`src/rtl/wb_arbiter_2m1s.sv`:
```
// Two-master / one-slave Wishbone pipelined arbiter with round-robin grant on
// contention, outstanding-request tracking and a slave-response timeout.
module wb_arbiter_2m1s #(
  parameter int ADDR_WIDTH      = 32,
  parameter int DATA_WIDTH      = 32,
  parameter int MAX_OUTSTANDING = 2,
  parameter int TIMEOUT         = 255
) (
  input  logic                    wb_clk_i,
  input  logic                    wb_rst_i,

  input  logic                    m0_wb_cyc_i,
  input  logic                    m0_wb_stb_i,
  input  logic                    m0_wb_we_i,
  input  logic [ADDR_WIDTH-1:0]   m0_wb_adr_i,
  input  logic [DATA_WIDTH-1:0]   m0_wb_dat_i,
  input  logic [DATA_WIDTH/8-1:0] m0_wb_sel_i,
  output logic                    m0_wb_stall_o,
  output logic                    m0_wb_ack_o,
  output logic                    m0_wb_err_o,
  output logic [DATA_WIDTH-1:0]   m0_wb_dat_o,

  input  logic                    m1_wb_cyc_i,
  input  logic                    m1_wb_stb_i,
  input  logic                    m1_wb_we_i,
  input  logic [ADDR_WIDTH-1:0]   m1_wb_adr_i,
  input  logic [DATA_WIDTH-1:0]   m1_wb_dat_i,
  input  logic [DATA_WIDTH/8-1:0] m1_wb_sel_i,
  output logic                    m1_wb_stall_o,
  output logic                    m1_wb_ack_o,
  output logic                    m1_wb_err_o,
  output logic [DATA_WIDTH-1:0]   m1_wb_dat_o,

  output logic                    s_wb_cyc_o,
  output logic                    s_wb_stb_o,
  output logic                    s_wb_we_o,
  output logic [ADDR_WIDTH-1:0]   s_wb_adr_o,
  output logic [DATA_WIDTH-1:0]   s_wb_dat_o,
  output logic [DATA_WIDTH/8-1:0] s_wb_sel_o,
  input  logic                    s_wb_stall_i,
  input  logic                    s_wb_ack_i,
  input  logic                    s_wb_err_i,
  input  logic [DATA_WIDTH-1:0]   s_wb_dat_i
);

  localparam int SEL_WIDTH = DATA_WIDTH / 8;
  localparam int CNT_WIDTH = $clog2(MAX_OUTSTANDING + 1);
  localparam logic [CNT_WIDTH-1:0] MAX_CNT     = CNT_WIDTH'(MAX_OUTSTANDING);
  localparam logic [CNT_WIDTH-1:0] CNT_ZERO    = {CNT_WIDTH{1'b0}};
  localparam logic [CNT_WIDTH-1:0] CNT_ONE     = CNT_WIDTH'(1);
  localparam logic [7:0]           TIMEOUT_CNT = 8'(TIMEOUT);

  typedef enum logic [1:0] {
    IDLE = 2'd0,
    BUS0 = 2'd1,
    BUS1 = 2'd2
  } state_t;

  state_t                 state_r, state_nxt_s;
  logic                   last_grant_r, last_grant_nxt_s;
  logic [CNT_WIDTH-1:0]   outstanding_r, outstanding_nxt_s;
  logic [7:0]             timer_r, timer_nxt_s;

  logic owner_cyc_s, owner_stb_s, other_cyc_s;
  logic full_s, pending_s, req_s, inc_s, rsp_s, dec_s;
  logic counting_s, timeout_err_s;

  assign m0_wb_dat_o = s_wb_dat_i;
  assign m1_wb_dat_o = s_wb_dat_i;

  // Select the cycle/strobe of the current owner and the cycle of the other master.
  always_comb begin
    owner_cyc_s = 1'b0;
    owner_stb_s = 1'b0;
    other_cyc_s = 1'b0;
    case (state_r)
      BUS0: begin
        owner_cyc_s = m0_wb_cyc_i;
        owner_stb_s = m0_wb_stb_i;
        other_cyc_s = m1_wb_cyc_i;
      end
      BUS1: begin
        owner_cyc_s = m1_wb_cyc_i;
        owner_stb_s = m1_wb_stb_i;
        other_cyc_s = m0_wb_cyc_i;
      end
      default: begin
        owner_cyc_s = 1'b0;
        owner_stb_s = 1'b0;
        other_cyc_s = 1'b0;
      end
    endcase
  end

  assign full_s     = (outstanding_r == MAX_CNT);
  assign pending_s  = (outstanding_r != CNT_ZERO);
  assign req_s      = owner_cyc_s & owner_stb_s & ~full_s;
  assign inc_s      = req_s & ~s_wb_stall_i;
  // Responses with nothing outstanding are stale (e.g. after an abort) and dropped.
  assign rsp_s      = pending_s & (s_wb_ack_i | s_wb_err_i);
  assign counting_s = owner_cyc_s & pending_s & ~(s_wb_ack_i | s_wb_err_i);
  assign timeout_err_s = counting_s & ((timer_r + 8'd1) == TIMEOUT_CNT);
  assign dec_s      = rsp_s | timeout_err_s;

  // Slave-side mux and per-master stall/ack/err steering.
  always_comb begin
    s_wb_cyc_o    = 1'b0;
    s_wb_stb_o    = 1'b0;
    s_wb_we_o     = 1'b0;
    s_wb_adr_o    = {ADDR_WIDTH{1'b0}};
    s_wb_dat_o    = {DATA_WIDTH{1'b0}};
    s_wb_sel_o    = {SEL_WIDTH{1'b0}};
    m0_wb_stall_o = m0_wb_stb_i;
    m1_wb_stall_o = m1_wb_stb_i;
    m0_wb_ack_o   = 1'b0;
    m1_wb_ack_o   = 1'b0;
    m0_wb_err_o   = 1'b0;
    m1_wb_err_o   = 1'b0;
    case (state_r)
      BUS0: begin
        s_wb_cyc_o    = m0_wb_cyc_i;
        s_wb_stb_o    = req_s;
        s_wb_we_o     = m0_wb_we_i;
        s_wb_adr_o    = m0_wb_adr_i;
        s_wb_dat_o    = m0_wb_dat_i;
        s_wb_sel_o    = m0_wb_sel_i;
        m0_wb_stall_o = s_wb_stall_i | full_s;
        m0_wb_ack_o   = s_wb_ack_i & pending_s;
        m0_wb_err_o   = (s_wb_err_i & pending_s) | timeout_err_s;
      end
      BUS1: begin
        s_wb_cyc_o    = m1_wb_cyc_i;
        s_wb_stb_o    = req_s;
        s_wb_we_o     = m1_wb_we_i;
        s_wb_adr_o    = m1_wb_adr_i;
        s_wb_dat_o    = m1_wb_dat_i;
        s_wb_sel_o    = m1_wb_sel_i;
        m1_wb_stall_o = s_wb_stall_i | full_s;
        m1_wb_ack_o   = s_wb_ack_i & pending_s;
        m1_wb_err_o   = (s_wb_err_i & pending_s) | timeout_err_s;
      end
      default: begin
        s_wb_cyc_o = 1'b0;
      end
    endcase
  end

  // Next-state, grant history, outstanding counter and timeout timer.
  always_comb begin
    state_nxt_s       = state_r;
    last_grant_nxt_s  = last_grant_r;
    outstanding_nxt_s = outstanding_r;
    timer_nxt_s       = timer_r;
    case (state_r)
      IDLE: begin
        outstanding_nxt_s = CNT_ZERO;
        timer_nxt_s       = 8'd0;
        if (m0_wb_cyc_i && m1_wb_cyc_i) begin
          if (last_grant_r) begin
            state_nxt_s      = BUS0;
            last_grant_nxt_s = 1'b0;
          end else begin
            state_nxt_s      = BUS1;
            last_grant_nxt_s = 1'b1;
          end
        end else if (m0_wb_cyc_i) begin
          state_nxt_s      = BUS0;
          last_grant_nxt_s = 1'b0;
        end else if (m1_wb_cyc_i) begin
          state_nxt_s      = BUS1;
          last_grant_nxt_s = 1'b1;
        end else begin
          state_nxt_s = IDLE;
        end
      end
      BUS0, BUS1: begin
        if (!owner_cyc_s) begin
          outstanding_nxt_s = CNT_ZERO;
          timer_nxt_s       = 8'd0;
          if (pending_s) begin
            state_nxt_s = IDLE;
          end else if (other_cyc_s) begin
            // Hand straight over to the waiting master without a dead cycle.
            state_nxt_s      = (state_r == BUS1) ? BUS0 : BUS1;
            last_grant_nxt_s = (state_r != BUS1);
          end else begin
            state_nxt_s = IDLE;
          end
        end else begin
          if (inc_s && !dec_s) begin
            outstanding_nxt_s = outstanding_r + CNT_ONE;
          end else if (dec_s && !inc_s) begin
            outstanding_nxt_s = outstanding_r - CNT_ONE;
          end else begin
            outstanding_nxt_s = outstanding_r;
          end
          if (counting_s && !timeout_err_s) begin
            timer_nxt_s = timer_r + 8'd1;
          end else begin
            timer_nxt_s = 8'd0;
          end
        end
      end
      default: begin
        state_nxt_s       = IDLE;
        last_grant_nxt_s  = 1'b1;
        outstanding_nxt_s = CNT_ZERO;
        timer_nxt_s       = 8'd0;
      end
    endcase
  end

  // State registers; reset makes m0 win the first tie.
  always_ff @(posedge wb_clk_i or negedge wb_rst_i) begin
    if (!wb_rst_i) begin
      state_r       <= IDLE;
      last_grant_r  <= 1'b1;
      outstanding_r <= CNT_ZERO;
      timer_r       <= 8'd0;
    end else begin
      state_r       <= state_nxt_s;
      last_grant_r  <= last_grant_nxt_s;
      outstanding_r <= outstanding_nxt_s;
      timer_r       <= timer_nxt_s;
    end
  end

endmodule

```
`config.mk`:
```
export PLATFORM = sky130hd
export DESIGN_NAME = wb_arbiter_2m1s
export DESIGN_NICKNAME = d
export VERILOG_FILES = /design/src/rtl/wb_arbiter_2m1s.sv
export SDC_FILE = /design/constraint.sdc
export NUM_CORES = 1
export LEC_CHECK = 0
export BUFFER_PORTS_ARGS = -buffer_cell sky130_fd_sc_hd__buf_2
export CELL_PAD_IN_SITES_DETAIL_PLACEMENT = 0
export CELL_PAD_IN_SITES_GLOBAL_PLACEMENT = 1
export CORE_AREA = 2 2 124 126
export CTS_BUF_LIST = sky130_fd_sc_hd__clkbuf_16
export DETAILED_ROUTE_END_ITERATION = 6
export DIE_AREA = 0 0 126 128
export PLACE_DENSITY = 0.75
export SLEW_MARGIN = 20
export SYNTH_ARGS = -nofsm -noshare
export SYNTH_HDL_FRONTEND = slang
export SYNTH_SLANG_ARGS = --single-unit
export TNS_END_PERCENT = 100
```
`constraint.sdc`:
```
create_clock -name wb_clk_i -period 7.5 [get_ports wb_clk_i]
set_input_delay 1.125 -clock wb_clk_i [delete_from_list [all_inputs] [get_ports wb_clk_i]]
set_output_delay 1.125 -clock wb_clk_i [all_outputs]
set_load 0.01 [all_outputs]
```
; ---- Word-level counts from Yosys, hierarchy flattened
; Index checks and enable logic that the tools add are counted.
[word_totals]
elab_cells = 82
input_bits = 179
reg_bits = 13
[classes]
bitwise_logic = 16
addsub = 3
muxes = 38
n_eq_ne = 10
n_reduce_logical = 11
[op_table]
columns = op, count
row1 = $pmux W32 S2, 2
row2 = $mux W2, 12
row3 = $mux W8, 3
row4 = $mux W1, 14
row5 = $pmux W1 S2, 5
row6 = $and A1 B1 Y1, 9
row7 = $add A8 B1 Y8 const B, 1
row8 = $eq A8 B8 Y1 const B, 1
row9 = $pmux W4 S2, 1
row10 = $ne A2 B2 Y1 const B, 3
row11 = $eq A2 B2 Y1 const B, 2
row12 = $logic_and A1 B1 Y1, 4
row13 = $ne A4 B2 Y1 const B, 1
row14 = $ne A4 B4 Y1 const B, 1
row15 = $or A1 B1 Y1, 4
row16 = $pmux W2 S2, 1
row17 = $reduce_and A4 Y1, 1
row18 = $logic_not A1 Y1, 3
row19 = $not A1 Y1, 3
row20 = $add A2 B1 Y2 const B, 1
row21 = $eq A2 B1 Y1 const B, 1
row22 = $logic_not A2 Y1, 1
row23 = $ne A2 B1 Y1 const B, 1
row24 = $reduce_bool A2 Y1, 1
row25 = 2 further kinds, 2

; ---- Longest topological paths before layout
; Gate-level depths: netlist of run 1.
[logic_depth]
ltp_word = 11
ltp_mapped = 12

; ---- Worst setup path after synthesis of run 1
; OpenSTA, ideal clock, no wires.
[synth_timing]
path_kind = input to output
start = input m1_wb_cyc_i
end = output m0_wb_err_o
path_stages = 5
slack_ps = 4219
n_path_buf = 0
t_arrival_ps = 2156
cell_sequence = a22oi_1 nand2b_1 inv_2 nand3_2 o41ai_2
[synth_between]
elab_chain_cells = 6
[synth_rtl]
columns = item, line
row1 = start: declaration, 23  ; input logic m1_wb_cyc_i,
row2 = $pmux W1 S2, n/a
row3 = net s_wb_cyc_o, 34  ; output logic s_wb_cyc_o,
row4 = $and A1 B1 Y1 (2 in a row), 101  ; assign counting_s = owner_cyc_s & pending_s & ~(s_wb_ack_i | s_wb_err_i);
row5 = $and A1 B1 Y1, 102  ; assign timeout_err_s = counting_s & ((timer_r + 8'd1) == TIMEOUT_CNT);
row6 = $or A1 B1 Y1, 129  ; m0_wb_err_o = (s_wb_err_i & pending_s) | timeout_err_s;
row7 = $mux W1, 119  ; case (state_r)
row8 = end: declaration, 20  ; output logic m0_wb_err_o,
; The timed path passes the listed nets, and every way through them passes these cells.

; ---- Final worst setup path of run 1
[layout_timing]
start = register state_r[0]
end = output s_wb_adr_o[11]
[layout_between]
elab_chain_cells = 2
[layout_rtl]
columns = item, line
row1 = start: declaration, 59  ; state_t state_r, state_nxt_s;
row2 = start signal: assignment, 221  ; state_r <= state_nxt_s;
row3 = $eq A2 B2 Y1 / $eq A2 B1 Y1 (equally long branches), 119
row4 = $pmux W32 S2 *, 119
row5 = end: declaration, 37  ; output logic [ADDR_WIDTH-1:0] s_wb_adr_o,
; Every way passes the cells marked *; elsewhere a longest branch is shown, timed or not.

==> flow_results.org, run 1 <==
** Setup path
- At the worst endpoint, the required time is 6.38 ns.
- Crit Path Class :: flop to output pin
- Data arrives at the worst endpoint at 2.58 ns.
- Critical path endpoint category :: output pin
- STA classifies the critical path startpoint as a flop.
- In this run the worst path has a maximum fanout of 50.
- The slowest stage of the critical path belongs to the cell sky130_fd_sc_hd__buf_4.
- In this design, the largest share of critical-path delay is due to buffers and inverters.
- The largest single stage delay on the critical path is 0.52 ns.
- CP Buf/Inv Count :: 3
- CP cell instances :: inv_1 > ha_1 > and2_2 > buf_4 > a22o_1 > buf_2

** Timing
- The number of max-slew violations in the final report is 0.
- Fmax :: 0.2699 GHz
- Setup repair after global routing left no endpoint under its margin.
- In this run the tightest slew margin relative to its limit is 52.12%.
- Setup skew after layout :: 0.005998 ns
- The count of endpoints failing hold in the final timing report is 0.
- Setup violations remaining at the end of the flow were counted as 0.
- Final critical delay including setup and external delays :: 3.706 ns
- Dividing the final minimum period by the clock period gives 49.41%.
- For the final routed database, the setup TNS stands at 0 ns.
- For the pin with the worst max-slew slack, the measured transition is 0.7182 ns.

** Power
- Proportion of power drawn by the clock network :: 14.4%
- Highest ir drop seen on vdd :: 80.73 µV
- Internal power :: 352.2 µW
- Net switching is 48.81% of the power.
- For this design the static power due to leakage is 1.706 nW.
- Net Sw Power :: 335.8 µW
- Combinational fraction of design power :: 73.0%
- Dividing total power by cell area gives a power density of 225.5 mW/mm².
- Relative contribution of sequential cells to total power :: 12.6%

** Clock tree
- In this run, CTS created clock tree buffers numbering 3.
- In this run the clock root is driven by a sky130_fd_sc_hd__clkbuf_16.
- The tree built by TritonCTS fans out to 13 sinks.
- Hold_buf cts :: 0
- Clock input transition at the sequential cells of the worst setup and hold paths :: 0.05 ns
- CTS built an H-tree with a depth of 1.
- Clock latency at the later pin of the worst-skew pair :: 0.24 ns
- CTS tree :: built
- Setup Fix Bufs, Post-CTS :: 0
- The clock passes through at most 2 buffers.
- Post-CTS repair changed the size of 0 cells.

** Global route
- First-pass GRT wire length :: 18,040 µm
- Vias in the first global route :: 2,440
- GRT Overall Usage :: 15.89%
- Pin count of the biggest net entering global routing :: 70
- Summed over all layers, the global routing overflow is 0.
- The number of antenna violations at the first check in global routing was 0.

** Place
- The congestion estimate from routability-driven global placement came to 0.7378.
- IO buf count :: 223
- Once placement finished, the instance area stood at 0.002972 mm².
- HPWL after detailed placement :: 12,270 µm
- Including well taps, the total number of placed cells is 590.

** Layout
- Post-route standard cell area excluding fillers :: 0.003050 mm²
- Share of layout cells above drive strength 1 :: 59.85%
- The repair_antennas step left the layout with diodes totalling 0.
- Commonest cells after routing, fill and taps aside :: sky130_fd_sc_hd__buf_2, sky130_fd_sc_hd__a22o_1, sky130_fd_sc_hd__dfrtp_1
- Compared with the post-synthesis result, the final layout area differs by 41.09%.
- Leaving out filler cells and counting taps, the final layout contains 594.
- Area of all sequential standard cells :: 326.6 µm²
- Cells fill 20.52% of the core in the end.
- The library cell used most frequently in the layout, excluding fill and tap cells, is sky130_fd_sc_hd__buf_2.
- Total area of multi-input combinational cells :: 0.001249 mm²
- The final layout contains 593 nets.
- The layout has 1,695 filler cells.

** Route
- Routed length per instance :: 23.30 µm
- DRC violations left :: 0
- For this block, the initial DRC count from the detailed router was 136.
- After detailed routing, the total wire length is 13,840 µm.
- In this run the remaining antenna-violating nets after routing total 0.
- The routed layout has 2,560 vias.
- Vias per cell :: 4.310
- For this run, the detailed router's first-pass iteration total came to 4.

** Hold path
- The path class of the tightest hold or removal check is flop to flop.

** Floorplanning
- 320 I/O pins were placed.
- Initial Utilization :: 14.55%
- DIE AREA :: 0.01613 mm²
- Die width :: 126 µm
- Number of placement rows :: 45
- Die span in y :: 128 µm
- Core outline area :: 0.01486 mm²

** Synthesis
- The synthesized design contains 13 register bits.
- When the netlist entered floorplanning its net count stood at 446.
- FFs w/ async S/R, synth :: 100.0%
- Synth unique cells :: 46
- Summing every instance area after synthesis gives 0.002162 mm².
- Synthesized area per cell :: 8.316 µm²
- The most used flip-flop cell after synthesis is sky130_fd_sc_hd__dfrtp_1.
- Number of flops mapped to enable cells by yosys :: 0
- The cell count after synthesis came out at 260.
- Yosys warning total :: 0
- Share of synthesized area occupied by flip-flops and latches :: 15.10%

** Outcome
- The flow ran to the end, and the final reports show no timing, DRC or antenna violations.

** Job
- MaxCap Viol Count :: 0
per-layer routing:
layer / track usage (%) / wire length [µm]
met1: 19.28 / 5288
met2: 18.06 / 4765
met3: 19.20 / 3752
met4: 1.034 / 36
met5: 0 / 0
area by class of cell:
type                       instances  area share, %
inverter                           8         0.9844
timing repair buffer             225          37.08
tap                              188          7.711
clock buffer                       3          2.461
sequential                        13          10.71
multi-input combinational        156          40.94
clock inverter                     1         0.1231
path summary, 6_finish.rpt:
| path | depth (start not counted) | to | from | slack [ns] |
|---|---|---|---|---|
| setup reg to reg | 8 | outstanding_r[1]$_DFFE_PN0P_ | timer_r[0]$_DFF_PN0_ | 4.75 |
| min in group asynchronous | 1 | timer_r[5]$_DFF_PN0_ | wb_rst_i | 0.78 |
| setup / recovery | 6 | s_wb_adr_o[11] | state_r[0]$_DFFE_PN0P_ | 3.79 |
| max in group asynchronous | 1 | last_grant_r$_DFFE_PN1P_ | wb_rst_i | 6.44 |
| hold / removal | 1 | timer_r[0]$_DFF_PN0_ | timer_r[0]$_DFF_PN0_ | 0.57 |
| hold reg to reg | 1 | timer_r[0]$_DFF_PN0_ | timer_r[0]$_DFF_PN0_ | 0.57 |
per-stage QoR:
stage | hold WS (ns) | total power [mW] | setup slack, ns
2_1_floorplan | 0.4993 | 0.3881 | 4.219
3_3_place_gp | 0.5645 | 0.5972 | 3.910
3_5_place_dp | 0.5686 | 0.5901 | 3.870
4_1_cts | 0.5729 | 0.6964 | 3.768
5_1_grt | 0.6121 | 0.7452 | 3.572
6_report | 0.5686 | 0.6880 | 3.794
cell families after synthesis:
group | share of synthesized area (%)
compound gates | 37.67
xor+xnor | 2.836
fa+ha+maj | 4.051
buf+inv | 27.26
flops | 15.10
mux | 1.042
simple gates | 12.04
cell usage after synthesis, types with 2 or more instances:
master	count	share of area, %
sky130_fd_sc_hd__a21o_1	2	0.69
sky130_fd_sc_hd__buf_2	6	1.4
sky130_fd_sc_hd__inv_1	7	1.2
sky130_fd_sc_hd__buf_4	64	22
sky130_fd_sc_hd__nor2b_1	2	0.58
sky130_fd_sc_hd__dfrtp_1	12	14
sky130_fd_sc_hd__o41ai_2	2	1.5
sky130_fd_sc_hd__clkbuf_1	12	2.1
sky130_fd_sc_hd__nand2_1	4	0.69
sky130_fd_sc_hd__xor2_1	4	1.6
sky130_fd_sc_hd__a22o_1	70	28
sky130_fd_sc_hd__nand4_1	2	0.58
sky130_fd_sc_hd__a22oi_1	2	0.69
sky130_fd_sc_hd__a21oi_1	4	0.93
sky130_fd_sc_hd__mux2_2	2	1.0
sky130_fd_sc_hd__nor3_1	8	1.9
sky130_fd_sc_hd__o21ai_0	5	1.2
sky130_fd_sc_hd__and3_1	3	0.87
sky130_fd_sc_hd__nand3_1	6	1.4
sky130_fd_sc_hd__nor2_1	8	1.4
sky130_fd_sc_hd__xnor2_1	3	1.2
sky130_fd_sc_hd__ha_1	7	4.1
sky130_fd_sc_hd__and2_1	2	0.58
flip-flops by register name (all words and copies together), names as in the netlist:
| name | flops |
|---|---|
| state_r | 2 |
| outstanding_r | 2 |
| last_grant_r | 1 |
| timer_r | 8 |
worst reg2reg max path: cells and delay by family (launching register included):
kind / cells / cell delay [ns]
multiplexers: 1 / 0.38
AO/OA/AOI/OAI: 3 / 0.69
flip-flops: 1 / 0.43
AND/OR/NAND/NOR: 2 / 0.60
adder cells (fa/ha/maj): 2 / 0.57
power groups by stage:
stage,Sequential [mW],Clock (mW),Combinational (mW)
floorplan,0.0860,0,0.302
global placement,0.0873,0,0.510
detailed placement,0.0879,0,0.502
CTS,0.0868,0.101,0.508
global route,0.0886,0.105,0.551
finish,0.0868,0.0988,0.502
(Power assumes the default switching activity.)
==> inputs of run 2 (changes only) <==
CORE_AREA = 2 2 123 125   (was 2 2 124 126)
DIE_AREA = 0 0 125 127   (was 0 0 126 128)
PLACE_DENSITY = 0.76   (was 0.75)
clock period = 3.5 ns   (was 7.5 ns; I/O delays follow)
==> flow_results.org, run 2 (synthesized netlist as in run 1, its figures left out) <==
** Global route
- The first global-routing pass estimated 17,730 µm of wire.
- Number of antenna violations at the first check in global routing :: 1
- The number of global-route vias before repair is 2,529.
- Global routing used 15.25% of the available tracks across all layers.
- Pin count of the biggest net entering global routing :: 57
- Global routing finished with a remaining overflow of 0.

** Clock tree
- TritonCTS built the clock tree.
- Clock latency at the later pin of the worst-skew pair :: 0.24 ns
- Largest buffer count on any clock path :: 2
- Clock input transition at the sequential cells of the worst setup and hold paths :: 0.05 ns
- Root buf cell :: sky130_fd_sc_hd__clkbuf_16
- Post-CTS resize count :: 0
- Total number of H-tree levels :: 1
- Number of buffers created by CTS :: 3
- Buffers added to address setup during post-CTS repair amount to 0.
- Hold_buf cts :: 0
- Number of sinks driven by the clock tree :: 13

** Layout
- Leaving out fill and tap cells, the most frequent cells in the layout are sky130_fd_sc_hd__buf_2, sky130_fd_sc_hd__a22o_1, sky130_fd_sc_hd__dfrtp_1.
- Summing all non-filler instances in the final layout gives an area of 0.003079 mm².
- Relative to the synthesized area, the layout overhead comes to 42.42%.
- Layout net count :: 594
- Register with the most flip-flops :: timer_r
- The register with the most flip-flops in the layout has 8 of them.
- Fillers :: 1,667
- In the final layout, the registers with the most flip-flops are timer_r (8), outstanding_r (2), state_r (2).
- Of the cells placed in the final design, the portion with a size suffix greater than 1 is 60.20%.
- Leaving out fill and tap cells, the most frequent cell in the layout is sky130_fd_sc_hd__buf_2.
- The repair_antennas step left the layout with diodes totalling 0.

** Floorplanning
- Initial Utilization :: 14.99%
- The die covers 0.01588 mm².
- Die width :: 125 µm
- Number of placement rows :: 44
- Number of ports placed on the die boundary :: 320
- From bottom edge to top edge, the die measures 127 µm.
- After floorplanning, the core was sized to cover 0.01442 mm².

** Hold path
- Type of the worst min-delay path :: input pin to async pin

** Power
- Dividing total power by cell area gives a power density of 469.7 mW/mm².
- Switching part of the total power :: 46.40%
- The analysis attributes to net switching a power of 671.0 µW.
- Leakage power summed over all cells :: 1.716 nW
- Overall power consumption after layout is estimated at 1.446 mW.
- Cell internal power was estimated by the tool at 775.3 µW.
- In this run, flip-flops and latches consume 12.8% of the power.
- Combinational logic is responsible for 72.0% of the overall power.
- Proportion of power drawn by the clock network :: 15.2%
- Highest ir drop seen on vdd :: 249.3 µV

** Setup path
- Data arrival time of the critical path :: 2.47 ns
- Startpoint type of the worst setup path :: flop
- STA classifies the critical path endpoint as an output pin.
- The slowest stage of the critical path belongs to the cell sky130_fd_sc_hd__dfrtp_1.
- Worst endpoint required time :: 2.97 ns
- Traced cell by cell, the critical path runs through inv_1 > ha_1 > a22oi_1 > nand2b_1 > inv_2 > nand3_2 > o41ai_2 > buf_2.
- By startpoint and endpoint, the worst setup path is classified as flop to output pin.
- Along the worst path, the maximum fanout reaches 10.
- The largest single stage delay on the critical path is 0.41 ns.

** Timing
- Final-layout setup total negative slack :: 0 ns
- Final critical delay including setup and external delays :: 2.995 ns
- Share of the clock period used by the worst path :: 85.56%
- Hold is met by 0.1713 ns.
- Number of endpoints failing setup at the final stage :: 0
- Fin. max-slew vios :: 0
- Least setup slack across all paths after layout :: 0.5053 ns
- Worst max-slew margin expressed relative to the limit :: 67.82%
- Fin. Hold Viols :: 0
- Fmax :: 0.3339 GHz
- Worst-Margin Slew :: 0.4776 ns
- Across the routed clock network, the largest skew measured is 0.002004 ns.
- RSZ-0062 raised after global routing :: false

** Route
- In this run, the number of DRC markers left after iteration 0 of detailed routing was 101.
- The detail route stage leaves a number of antenna-violating nets equal to 0.
- The final layout contains routed wiring with a total length of 13,270 µm.
- Detailed routing inserted a total of 2,636 vias.
- Vias per cell :: 4.460
- DRC violations left :: 0
- The first detailed-routing pass took 4 iterations.
- Routed length per instance :: 22.46 µm

** Place
- Input and output buffers added on the ports amount to 223.
- Setup slack at placement :: 0.7605 ns
- The placed instances occupy a cell area of 0.002999 mm².
- HPWL after detailed placement :: 11,440 µm
- Final weighted congestion in routability-driven placement :: 0.8283

** Outcome
- Run status :: completed

** Job
- MaxCap Viol Count :: 0
run 2: path summary, 6_finish.rpt:
path	startpoint	endpoint	slack (ns)	cells past startpoint
worst min-delay path	wb_rst_i	outstanding_r[0]$_DFFE_PN0P_	0.17	1
worst min register to register	state_r[1]$_DFFE_PN0P_	state_r[1]$_DFFE_PN0P_	0.55	2
max in group asynchronous	wb_rst_i	last_grant_r$_DFFE_PN1P_	3.04	1
worst max-delay path	state_r[0]$_DFFE_PN0P_	m1_wb_err_o	0.51	8
min in group wb_clk_i	state_r[1]$_DFFE_PN0P_	state_r[1]$_DFFE_PN0P_	0.55	2
worst max register to register	timer_r[1]$_DFF_PN0_	outstanding_r[1]$_DFFE_PN0P_	0.73	8
run 2: cell type report:
class	count	area [µm²]	area share, %
clock buffers	3	75.07	2.438
well taps	184	230.2	7.477
multi-input cells	156	1249	40.55
repair buffers	226	1164	37.79
flip-flops and latches	13	326.6	10.61
clock inverters	1	5.005	0.1625
inverters	8	30.03	0.9752
run 2: metrics by stage:
step                util [%]  std cells
CTS                    21.35        591
global route           21.35        591
global placement       20.79        587
finish                 21.35        591
floorplan                  -        260
detailed placement     20.79        587
run 2: power groups by stage:
| stage | Sequential [mW] | Combinational, mW | Clock, mW |
|---|---|---|---|
| 6_report | 0.185 | 1.04 | 0.219 |
| 5_1_grt | 0.189 | 1.14 | 0.234 |
| 4_1_cts | 0.186 | 1.06 | 0.222 |
| 3_5_place_dp | 0.188 | 1.05 | 0 |
| 3_3_place_gp | 0.186 | 1.06 | 0 |
| 2_1_floorplan | 0.184 | 0.647 | 0 |
run 2: per-layer routing:
layer  vias up  global-route usage [%]  share of wire (%)
met5         -                       0               0.14
met3        14                   14.45                 22
met1      1183                   18.09                 38
met4         2                   1.438               0.48
met2       231                   20.65                 39
li1       1206                       -                  -
run 2: critical path: cells and delay by family (launching register included):
family / cells / cell delay, ns
compound gates: 2 / 0.49
simple gates: 2 / 0.49
buf+inv: 3 / 0.46
flops: 1 / 0.41
fa+ha+maj: 1 / 0.36
